<file path="config.mk">
export PLATFORM = sky130hd
export DESIGN_NAME = hazard_stall_ctrl
export DESIGN_NICKNAME = d
export VERILOG_FILES = /design/src/rtl/hazard_stall_ctrl.sv
export SDC_FILE = /design/constraint.sdc
export NUM_CORES = 1
export LEC_CHECK = 0
export BUFFER_PORTS_ARGS = -buffer_cell sky130_fd_sc_hd__buf_2
export CELL_PAD_IN_SITES_DETAIL_PLACEMENT = 1
export CELL_PAD_IN_SITES_GLOBAL_PLACEMENT = 2
export CORE_MARGIN = 3
export CORE_UTILIZATION = 32
export CTS_BUF_LIST = sky130_fd_sc_hd__clkbuf_2
export DETAILED_ROUTE_END_ITERATION = 16
export PLACE_DENSITY_LB_ADDON = 0.1
export SYNTH_ARGS = -nofsm -noshare
export SYNTH_HDL_FRONTEND = slang
export SYNTH_SLANG_ARGS = --single-unit
</file>
<file path="constraint.sdc">
create_clock -name clk -period 2.7 [get_ports clk]
set_input_delay 0.54 -clock clk [delete_from_list [all_inputs] [get_ports clk]]
set_output_delay 0.54 -clock clk [all_outputs]
set_load 0.05 [all_outputs]
</file>
<file path="src/rtl/hazard_stall_ctrl.sv">
// Pipeline sequencing: load-use stalls, branch/exception flushes,
// and front-end hold while the multi-cycle MUL/DIV unit runs.
module hazard_stall_ctrl #(
    parameter int MUL_CYCLES = 4,
    parameter int DIV_CYCLES = 33,
    parameter int CNT_W      = 6,
    parameter int PERF_W     = 32
) (
    input  logic              clk,
    input  logic              rst,
    input  logic [4:0]        id_rs,
    input  logic [4:0]        id_rt,
    input  logic              id_uses_rs,
    input  logic              id_uses_rt,
    input  logic              ex_is_load,
    input  logic [4:0]        ex_rd,
    input  logic              id_branch_taken,
    input  logic              id_mdu_start,
    input  logic              id_mdu_is_div,
    input  logic              exc_flush,
    output logic              pc_stall,
    output logic              if_id_stall,
    output logic              if_id_flush,
    output logic              id_ex_bubble,
    output logic              mdu_busy,
    output logic              mdu_done,
    output logic [PERF_W-1:0] stall_cycles
);

    typedef enum logic [1:0] {IDLE, BUSY, DONE} state_t;

    state_t           state, state_nxt;
    logic [CNT_W-1:0] cnt, cnt_nxt;
    logic             lu_haz;
    logic             start_acc;
    logic             stall_any;

    assign lu_haz = ex_is_load && (ex_rd != 5'd0) &&
                    ((id_uses_rs && (id_rs == ex_rd)) ||
                     (id_uses_rt && (id_rt == ex_rd)));

    assign start_acc = (state == IDLE) && id_mdu_start &&
                       !lu_haz && !exc_flush;

    assign stall_any = lu_haz || start_acc || (state == BUSY);

    always_ff @(posedge clk or posedge rst) begin
        if (rst) begin
            state <= IDLE;
            cnt   <= '0;
        end else begin
            state <= state_nxt;
            cnt   <= cnt_nxt;
        end
    end

    always_comb begin
        state_nxt = state;
        cnt_nxt   = cnt;
        if (exc_flush) begin
            // Redirect aborts any MDU op in flight.
            state_nxt = IDLE;
            cnt_nxt   = '0;
        end else begin
            unique case (state)
                IDLE: begin
                    if (start_acc) begin
                        state_nxt = BUSY;
                        cnt_nxt   = id_mdu_is_div ? CNT_W'(DIV_CYCLES - 1)
                                                  : CNT_W'(MUL_CYCLES - 1);
                    end
                end
                BUSY: begin
                    if (cnt == CNT_W'(1)) state_nxt = DONE;
                    else                  cnt_nxt   = cnt - CNT_W'(1);
                end
                DONE:    state_nxt = IDLE;
                default: state_nxt = IDLE;
            endcase
        end
    end

    always_comb begin
        pc_stall     = stall_any;
        if_id_stall  = stall_any;
        id_ex_bubble = stall_any;
        if_id_flush  = id_branch_taken && !stall_any;
        mdu_busy     = (state == BUSY);
        mdu_done     = (state == DONE) && !exc_flush;
        if (exc_flush) begin
            pc_stall     = 1'b0;
            if_id_stall  = 1'b0;
            id_ex_bubble = 1'b1;
            if_id_flush  = 1'b1;
        end
    end

    always_ff @(posedge clk or posedge rst) begin
        if (rst)
            stall_cycles <= '0;
        else if (pc_stall && !(&stall_cycles))
            stall_cycles <= stall_cycles + PERF_W'(1);
    end

endmodule
</file>
Word level (Yosys, flattened, before mapping)
Index checks and enable logic that the tools add are counted.

word-level totals
  bits in registers = 40
  bits in latches = 0
  RAM bits = 0
  bits in read-only memories = 0
  input port bits = 24
  output and inout port bits = 38
  logic and storage cells = 48
  memories = 0

cells by class
  add/sub/neg operators = 2
  $mul = 0
  div/mod/pow operators = 0
  $lt $le $gt $ge = 0
  equal/unequal tests = 8
  shifts and indexed selects = 0
  mux-type cells = 12
  bitwise logic cells = 0
  reduce and logical (&&, ||, !) cells = 23

operators with widths
  operator                                                count
  adder 32 x 1 -> 32 bit (second input constant)          1
  AND reduction 32 bit                                    1
  two-way mux 6 bit                                       4
  case mux 6 bit (2 select lines)                         1
  == test 5 bit                                           2
  logical AND 1 bit                                       10
  == test 6 x 1 -> 1 bit (second input constant)          1
  two-way mux 2 bit                                       3
  inequality test 3 bit (second input constant)           2
  subtractor 6 x 1 -> 6 bit (second input constant)       1
  nonzero test 5 bit                                      1
  zero test 1 bit                                         4
  case mux 2 bit (2 select lines)                         1
  logical OR 1 bit                                        3
  two-way mux 1 bit                                       3
  inequality test 3 x 2 -> 1 bit (second input constant)  1
  AND reduction 3 bit                                     1
  nonzero test 3 bit                                      1
  == test 2 x 1 -> 1 bit (second input constant)          1
  == test 2 bit (second input constant)                   1
  zero test 2 bit                                         1
  AND reduction 2 bit                                     1

Depth between registers and ports, before layout
Gate-level depths: netlist (run 1).

  word-level depth = 12
  mapped depth = 8
  gate-level depth less buffers = 7

Worst setup path after synthesis (run 1)
No wires, ideal clock.

  path type = input to output
  start = in ex_rd[1]
  end = out pc_stall
  data arrival time = 2.038 ns
  data required time = 2.160 ns
  slack = 0.122 ns
  cell stages on the path = 6
  path buffers = 1
  path through = or4_1 -> o21ai_2 -> a21oi_1 -> nand2_2 -> inv_1 -> buf_4

between the ends
  longest elaborated chain between the ends = 10
  elaborated cells on any way between the ends = 14
  classes of those cells = eq/ne (2); mux (1); reduce/logical (11)

ends and longest elaborated chain
  item                                  line    RTL
  start, declared                       16      input logic [4:0] ex_rd,
  == test 5 bit (on tied branches)      39, 40
  logical AND 1 bit (on tied branches)  39, 40
  logical OR 1 bit                      39      ((id_uses_rs && (id_rs == ex_rd)) ||
  logical AND 1 bit (*)                 38      assign lu_haz = ex_is_load && (ex_rd != 5'd0) &&
  zero test 1 bit                       43      !lu_haz && !exc_flush;
  logical AND 1 bit                     42      assign start_acc = (state == IDLE) && id_mdu_start &&
  logical AND 1 bit                     43
  logical OR 1 bit (*) (2 in a row)     45      assign stall_any = lu_haz || start_acc || (state == BUSY);
  two-way mux 1 bit (*)                 --
  end, declared                         21      output logic pc_stall,

Every way passes the cells marked *; elsewhere a longest branch is shown, timed or not.

Worst setup path in the final report (run 1)
  start = in ex_rd[1]
  end = out if_id_flush

between the ends
  longest elaborated chain between the ends = 12
  elaborated cells on any way between the ends = 16
  classes of those cells = eq/ne (2); mux (1); reduce/logical (13)

ends and longest elaborated chain
  item                                  line    RTL
  == test 5 bit (on tied branches)      39, 40
  logical AND 1 bit (on tied branches)  39, 40
  logical OR 1 bit                      39
  logical AND 1 bit (*)                 38
  zero test 1 bit                       43
  logical AND 1 bit                     42
  logical AND 1 bit                     43
  logical OR 1 bit (*) (2 in a row)     45
  zero test 1 bit (*)                   87      if_id_flush = id_branch_taken && !stall_any;
  logical AND 1 bit (*)                 87
  two-way mux 1 bit (*)                 90      if (exc_flush) begin
  end, declared                         23      output logic if_id_flush,

Marks and branches as above.

==> run metrics, run 1 <==
detailed-route DRC error count=0; Pwr Density=580.6 nW/um2; filler cell count=about 800; DIE WIDTH=88.75 um; fraction of layout cells with a size suffix above 1=0.2852; Top FF cell, synth=dfrtp_1; Initial Util=0.3373; Yosys reg bits=40; type of the worst setup path=primary input to output pin; routability cong.=approximately 0.76; worst-path maximum fanout=4; share of flip-flops with an asynchronous set or reset=1.000; Rel. slew slack=0.6343; warnings from Yosys=0; critical path depth=6; Std-Cell Rows=29; vias=1877; most frequent cells in the layout=61 x buf_2, 40 x dfrtp_1, 21 x xor2_1; CP peak stage delay=0.54 ns; Setup Skew=0.008308 ns; Die Y=88.75 um; Post-layout nets=325; Inst Count DP=approximately 370; root buf cell=clkbuf_2; delay-heaviest family, CP=simple AND/OR/NAND/NOR gates; first-pass detailed-route iteration total=4; vias in the first global route=1868; final slew viol count=0; status=finished clean; Core Box Area=6495 um2; Num CTS Buffers=5; FF+latch area=1001 um2; worst slew pin tran=0.5401 ns; Syn Nets=254; Starting DRT DRC Count=58; # H-tree levels=2; cell chain of the critical path=buf_2, or4_1, o21ai_2, o21a_1, a21o_1, buf_2; Die ar.=7876 um2; final worst-path cycle share=0.9254; Worst EP arrival=1.96 ns; gr usage total=0.1477; max capacitance violation total=0; post-synthesis area per instance=~9.7 um2; Leak=0.001353 uW; Post-Syn Area=2191 um2; Ant. Diodes=0; Post-synth EDFFs=0; area of the multi-input gates=1099 um2; Mapped Cells=227; post-DP HPWL=4177 um; TritonCTS Sinks=40; post-CTS setup buffer count=0; first-pass GRT wire length=approximately 9100 um; Synth-to-Final Area Change=21.25%; area leader, netlist=dfrtp_1; highest-delay cell along the critical path=or4_1; peak supply drop=0.7655 mV; Critical Path RT=2.16 ns; Via density=5.005; Worst-Skew Late Latency=0.38 ns; Hold Slack=0.2412 ns; Worst Setup End Kind=output pin; cts hold-fix bufs=0; R2R cell count=8; commonest non-fill, non-tap cell in the layout=buf_2; hold crit path type=primary input to asynchronous set/reset pin; Routed Wire Length=5381 um; Post-DRT Antenna Nets=0; Seq/Total Area, Yosys=0.4569; IO buf count=61; Final setup viols=0; most used cell, CP=buf_2; final setup TNS=0 ns; Buf/Inv on CP=2; WL per Instance=14.35 um; pin count of the biggest net entering global routing=41; Max Buffers Root-to-Sink=2; maximum clock frequency=400.2 MHz; Cell Count, Final, Fillers Out=375; PostCTS Resize Cnt=0; top post-synthesis cells by area=dfrtp_1 46%, xor2_1 8.4%, xnor2_1 8.0%; top-level I/O count=62; top-area cell type share of the netlist area=0.4569; count of cell types in the netlist=41; worst reg2reg setup slack=0.65 ns; Startpoint Class=primary input; grt ovf=0; antenna violations before repair=0; count of final hold-check violations=0; minimum clock period=2.499 ns; CTS tree=yes; RSZ-0062 raised after global routing=false; CTS clk-pin slew, worst paths=0.20 ns
[tightest hold or removal path, stage by stage]
cell and delay, ns:
buf_2 0.10, inv_1 0.04, buf_4 0.44
[stage by stage]
stage | total power (uW) | cell area [um2] | setup WS, ns | util
final | 1542 | 2656 | 0.2015 | 0.4090
after global routing | 1647 | 2656 | 0.1197 | 0.4090
after CTS | 1566 | 2656 | 0.1866 | 0.4090
after detailed placement | 1307 | 2621 | 0.1912 | 0.4036
after global placement | 1301 | 2621 | 0.1958 | 0.4036
after floorplan | 1157 | 2191 | 0.1217 | -
[cell usage after synthesis (2+ instances only)]
cell type	instances
a21oi_1	6
o21ai_0	2
nor3_1	15
or3_1	6
a211o_1	2
nand2_1	13
and3_1	2
nand3_2	2
inv_1	16
ha_1	3
nor2b_1	3
dfrtp_1	40
xor2_1	21
buf_4	3
nand3_1	14
o21a_1	2
nor4_1	5
nand4_1	10
xnor2_1	20
nand2b_1	2
nor2_1	20
[report_power, final]
group | switching [uW] | internal, uW | leakage [uW] | total (uW)
combinational | 373 | 162 | 0.000821 | 534
sequential | 87.8 | 665 | 0.000504 | 753
clock | 193 | 61.9 | 0.0000288 | 255
total | 654 | 889 | 0.00135 | 1540
[logic make-up after synthesis]
| group | after synthesis | synth area share |
|---|---|---|
| AO/OA/AOI/OAI | 23 | 0.07711 |
| flip-flops | 40 | 0.4569 |
| buffers and inverters | 21 | 0.04169 |
| multiplexers | 1 | 0.005140 |
| XOR/XNOR | 41 | 0.1639 |
| AND/OR/NAND/NOR | 98 | 0.2382 |
| adder cells (fa/ha/maj) | 3 | 0.01713 |
[registers in the layout (all words and copies together) (netlist names)]
register and count:
stall_cycles 32, state 2, cnt 6
[area by class of cell]
cell class,instances,share of cell area
flip-flops and latches,40,0.3768
clock inverters,1,0.001884
repair buffers,69,0.1375
well taps,77,0.03627
clock buffers,6,0.01130
multi-input cells,166,0.4136
inverters,16,0.02261
[final timing paths]
check,end,startpoint
worst max register to register,stall_cycles[17],stall_cycles[0]
worst min register to register,stall_cycles[23],stall_cycles[23]
max in group asynchronous,stall_cycles[16],rst
worst max-delay path,if_id_flush,ex_rd[1]
min in group clk,cnt[1],exc_flush
worst min-delay path,stall_cycles[4],rst
[per-layer routing]
metal  track usage  vias to the layer above  share of wire  wire length, um
met5             0                        -              0                0
met4       0.04258                        0          0.010               56
li1              -                      924              -                -
met1        0.2000                      917           0.48             2584
met2        0.2348                       30           0.47             2516
met3       0.03538                        6          0.042              224
Power figures use the tool's default switching activity.
==> run 2: changes to the inputs <==
CTS_CLUSTER_SIZE = 40   (was default)
REMOVE_ABC_BUFFERS = 1   (was default)
==> run 2 against run 1 <==
  * Register-to-register slack got worse by 0.02 ns
  * Worst setup slack got worse by 0.016 ns
  * First-iteration DRC count fell by 24%
  * Sequential cell count unchanged
  * Combinational power is 0.7% higher
  * Non-clock buffer count unchanged
  * Global-route usage fell by 0.18 points
  * Critical path depth did not move
  * Count of clock-buffer cells in the layout up 1
  * Routed wire length grew 0.48%
  * Sequential share of layout area shrank 0.053 points
  * Design area grew 0.14%
  * Critical endpoint unchanged
  * Highest routed layer unchanged
==> run metrics, run 2 (synthesis results as in run 1) <==
status=finished clean; TritonCTS Sinks=40; clock share of power=0.169; Synth-to-Final Area Change=21.42%; Critical R2R Launch=stall_cycles[0]; grt ovf=0; Worst Setup End Kind=output pin; Die Y=88.75 um; Place WS=0.1780 ns; Worst-Skew Late Latency=about 0.38 ns; Starting DRT DRC Count=44; Cell Int Power=896.3 uW; grt peak-use layer=met2; worst setup path start=ex_rd[1]; Initial Util=0.3373; detailed-route DRC error count=0; max FFs per register=32; vias in the first global route=1934; maximum clock frequency=397.7 MHz; Num CTS Buffers=5; Ant. Diodes=0; Critical Path RT=2.16 ns; peak supply drop=0.5314 mV; final setup TNS=0 ns; Std-Cell Rows=29; routability cong.=0.7589; minimum clock period=between 2 and 3 ns; antenna violations before repair=0; root buf cell=clkbuf_2; max capacitance violation total=0; Final WS setup=roughly 0.19 ns; sw frac=0.4234; commonest non-fill, non-tap cell in the layout=buf_2; type of the worst setup path=primary input to output pin; RSZ-0062 raised after global routing=false; Via density=~4.9; Worst EP arrival=roughly 2.0 ns; post-CTS setup buffer count=0; Rel. slew slack=0.6116; # H-tree levels=2; DIE WIDTH=88.75 um; Leak=0.001355 uW; first-pass detailed-route iteration total=4; Core Box Area=6495 um2; most frequent cells in the layout=61 x buf_2, 40 x dfrtp_1, 21 x xor2_1; top-level I/O count=62; Die ar.=a little under 8000 um2; first-pass GRT wire length=9059 um; cts hold-fix bufs=0; hold crit path type=primary input to asynchronous set/reset pin; Regs by FF count=stall_cycles (32), cnt (6), state (2); Routed Wire Length=approximately 5400 um; P_sw=658.2 uW; worst slew pin tran=0.5736 ns; GR Util met2=0.2564; PostCTS Resize Cnt=0; final slew viol count=0; Logic pwr share=0.346; Final setup viols=0; IO buf count=61; final worst-path cycle share=0.9313; count of final hold-check violations=0; Post-layout nets=325; met1 GRT Util=0.1804; Finished Core Util=0.4096; vias=1850; CTS clk-pin slew, worst paths=0.20 ns; fraction of layout cells with a size suffix above 1=0.2843; filler cell count=775; Setup Skew=between 0.015 and 0.02 ns; worst-path maximum fanout=4; post-DP HPWL=4213 um; met3 GRT Util=0.03259; Max Buffers Root-to-Sink=2; pin count of the biggest net entering global routing=slightly above 40; WL per Instance=14.38 um; gr usage total=0.1460; Pwr Density=584.4 nW/um2; CTS tree=yes; Startpoint Class=primary input; register share of total power=0.485; Most flops, register=stall_cycles; Post-DRT Antenna Nets=0
## run 2: changes by cell type in the layout (fill, tap and decap cells not counted)
cell	before	now
clkinv_2	1	0
clkinv_1	0	1
clkbuf_2	6	7
## run 2: power by group through the flow
stage               Sequential [uW]  Combinational [uW]  Clock (uW)
floorplan                       934                 213           0
global placement                767                 538           0
detailed placement              765                 544           0
CTS                             754                 546         283
global route                    771                 588         310
finish                          754                 538         263
## run 2: layout make-up
class                   instances  area, um2  share of cell area
repair buffers                 69      365.4              0.1373
flip-flops and latches         40       1001              0.3763
clock buffers                   7      35.03             0.01317
clock inverters                 1      3.754            0.001411
multi-input cells             166       1099              0.4130
well taps                      77      96.34             0.03622
inverters                      16      60.06             0.02258
## run 2: worst paths after layout
path	cells past startpoint	slack (ns)	to
worst max-delay path	6	0.19	if_id_flush
worst min-delay path	3	0.25	stall_cycles[1]
worst max register to register	8	0.63	stall_cycles[12]
worst min register to register	1	0.51	stall_cycles[20]
max in group asynchronous	3	2.08	cnt[4]
min in group clk	2	0.45	cnt[0]
## run 2: critical path, stage by stage
cell and delay, ns:
buf_2 0.12, or4_1 0.53, o21ai_2 0.24, o21a_1 0.18
a21o_1 0.11, buf_2 0.25
## run 2: metrics by stage
step | cell area, um2 | hold WS, ns | total power (uW) | instances
after floorplan | 2160 | 0.4613 | 1148 | 222
after global placement | 2621 | 0.4821 | 1305 | 368
after detailed placement | 2621 | 0.4905 | 1309 | 368
after CTS | 2660 | 0.2403 | 1583 | 376
after global routing | 2660 | 0.2383 | 1670 | 376
final | 2660 | 0.2521 | 1555 | 376
## run 2: routing by layer
layer	up-vias	part of all wire
li1	922	-
met1	900	0.45
met2	26	0.51
met3	2	0.035
met4	0	0.0043
met5	-	0
==> run 3: changes to the inputs <==
BUFFER_PORTS_ARGS = default   (was -buffer_cell sky130_fd_sc_hd__buf_2)
CORE_UTILIZATION = 39   (was 32)
DONT_BUFFER_PORTS = 1   (was default)
MAX_ROUTING_LAYER = met4   (was default)
==> run 3 against run 2 <==
  * Core utilization is 8.6 points higher
  * Count of clock-buffer cells in the layout is 1 lower
  * Sequential power is 4.8% lower
  * Clock power is 39% higher
  * Clock skew is 0.014 ns higher
  * First-iteration DRC count is 61% higher
  * Global-route usage is 4.3 points higher
  * Sequential cell count stayed put
==> run metrics, run 3 (synthesis results as in run 1) <==
Most flops, register=stall_cycles; # H-tree levels=2; Max Buffers Root-to-Sink=2; type of the worst setup path=flip-flop to output pin; Std-Cell Rows=26; commonest non-fill, non-tap cell in the layout=dfrtp_1; max capacitance violation total=0; Final WS setup=0.2083 ns; Initial Util=0.4157; Setup Skew=0.03257 ns; Power, Total=1667 uW; status=finished clean; Final setup viols=0; top-level I/O count=62; WL per Instance=16.28 um; vias in the first global route=around 2.0k; worst slew pin tran=0.8078 ns; final setup TNS=0 ns; Leak=about 0.0013 uW; post-CTS setup buffer count=0; CTS clk-pin slew, worst paths=0.23 ns; fraction of layout cells with a size suffix above 1=0.2119; antenna violations before repair=0; CP peak stage delay=~0.5 ns; Rel. slew slack=0.4583; pin count of the biggest net entering global routing=41; final slew viol count=0; hold crit path type=primary input to asynchronous set/reset pin; Worst EP arrival=roughly 2 ns; post-DP HPWL=approximately 4400 um; Die ar.=approximately 6600 um2; Ant. Diodes=0; cts hold-fix bufs=0; max FFs per register=32; Routed Wire Length=approximately 5500 um; Pwr Density=638.9 nW/um2; Via density=5.363; first-pass detailed-route iteration total=4; Regs by FF count=stall_cycles (32), cnt (6), state (2); Startpoint Class=flip-flop; peak supply drop=between 0.5 and 0.6 mV; Die Y=80.95 um; TritonCTS Sinks=40; detailed-route DRC error count=0; DIE WIDTH=80.95 um; final worst-path cycle share=0.9228; vias=1818; IO buf count=0; routability cong.=slightly above 0.8; Post-layout nets=295; cell chain of the critical path=o21bai_1, o221ai_1, nand2_2, inv_1, buf_4; Worst-Skew Late Latency=0.42 ns; root buf cell=clkbuf_2; most frequent cells in the layout=40 x dfrtp_1, 39 x buf_4, 21 x xor2_1; Core Box Area=5270 um2; CTS tree=yes; maximum clock frequency=between 400 and 500 MHz; grt ovf=0; PostCTS Resize Cnt=0; Place WS=0.2092 ns; Num CTS Buffers=5; minimum clock period=~2.5 ns; Synth-to-Final Area Change=19.13%; Starting DRT DRC Count=a little over 70; RSZ-0062 raised after global routing=false; Critical Path RT=2.16 ns; highest-delay cell along the critical path=dfrtp_1; Worst Setup End Kind=output pin; gr usage total=0.1887; count of final hold-check violations=0; first-pass GRT wire length=9411 um; worst-path maximum fanout=10; Post-DRT Antenna Nets=0
## run 3: cell types whose count changed in the layout (fill, tap and decap cells not counted)
cell,delta
nor3b_2,+1
clkbuf_2,-1
clkinv_2,+1
buf_4,+31
bufinv_16,+1
buf_2,-61
clkinv_1,-1
nor3b_1,-1
## run 3: area by class of cell
cell class                 instances  area [um2]
clock buffer                       6       30.03
clock inverter                     2       35.03
fill                             624        2660
inverter                          16       60.06
multi-input combinational        166        1104
sequential                        40        1001
tap                               70       87.58
timing repair buffer              39       292.8
## run 3: path summary, 6_finish.rpt
kind	endpoint	startpoint	cells after the start	slack, ns
setup / recovery	pc_stall	state[0]	5	0.21
hold / removal	cnt[4]	rst	2	0.1
setup reg to reg	stall_cycles[13]	stall_cycles[26]	7	0.59
hold reg to reg	state[1]	state[1]	1	0.51
max in group asynchronous	stall_cycles[16]	rst	2	2.23
min in group clk	cnt[1]	exc_flush	1	0.18
## run 3: stage by stage
step | hold WS, ns | cell area, um2 | instances | util
floorplan | 0.4613 | 2160 | 222 | -
global placement | 0.4813 | 2545 | 331 | 0.4829
detailed placement | 0.4935 | 2545 | 331 | 0.4829
CTS | 0.09724 | 2610 | 339 | 0.4953
global route | 0.1178 | 2610 | 339 | 0.4953
finish | 0.09543 | 2610 | 339 | 0.4953
## run 3: power breakdown
part           internal (uW)  switching (uW)
clock                    159             206
sequential               665            52.6
combinational            178             407
total                   1000             665
## run 3: per-layer routing
layer / share of wire / global-route usage / vias to the layer above
met1: 0.40 / 0.2065 / 910
met4: 0.010 / 0.07095 / 0
met2: 0.54 / 0.3317 / 39
met5: 0 / - / -
li1: - / - / 864
met3: 0.051 / 0.04435 / 5
## run 3: worst max-delay path, delay by kind of cell, from the launching register on
| family | cells | cell delay [ns] |
|---|---|---|
| flip-flops | 1 | 0.50 |
| AO/OA/AOI/OAI | 2 | 0.55 |
| AND/OR/NAND/NOR | 1 | 0.22 |
| buffers and inverters | 2 | 0.29 |
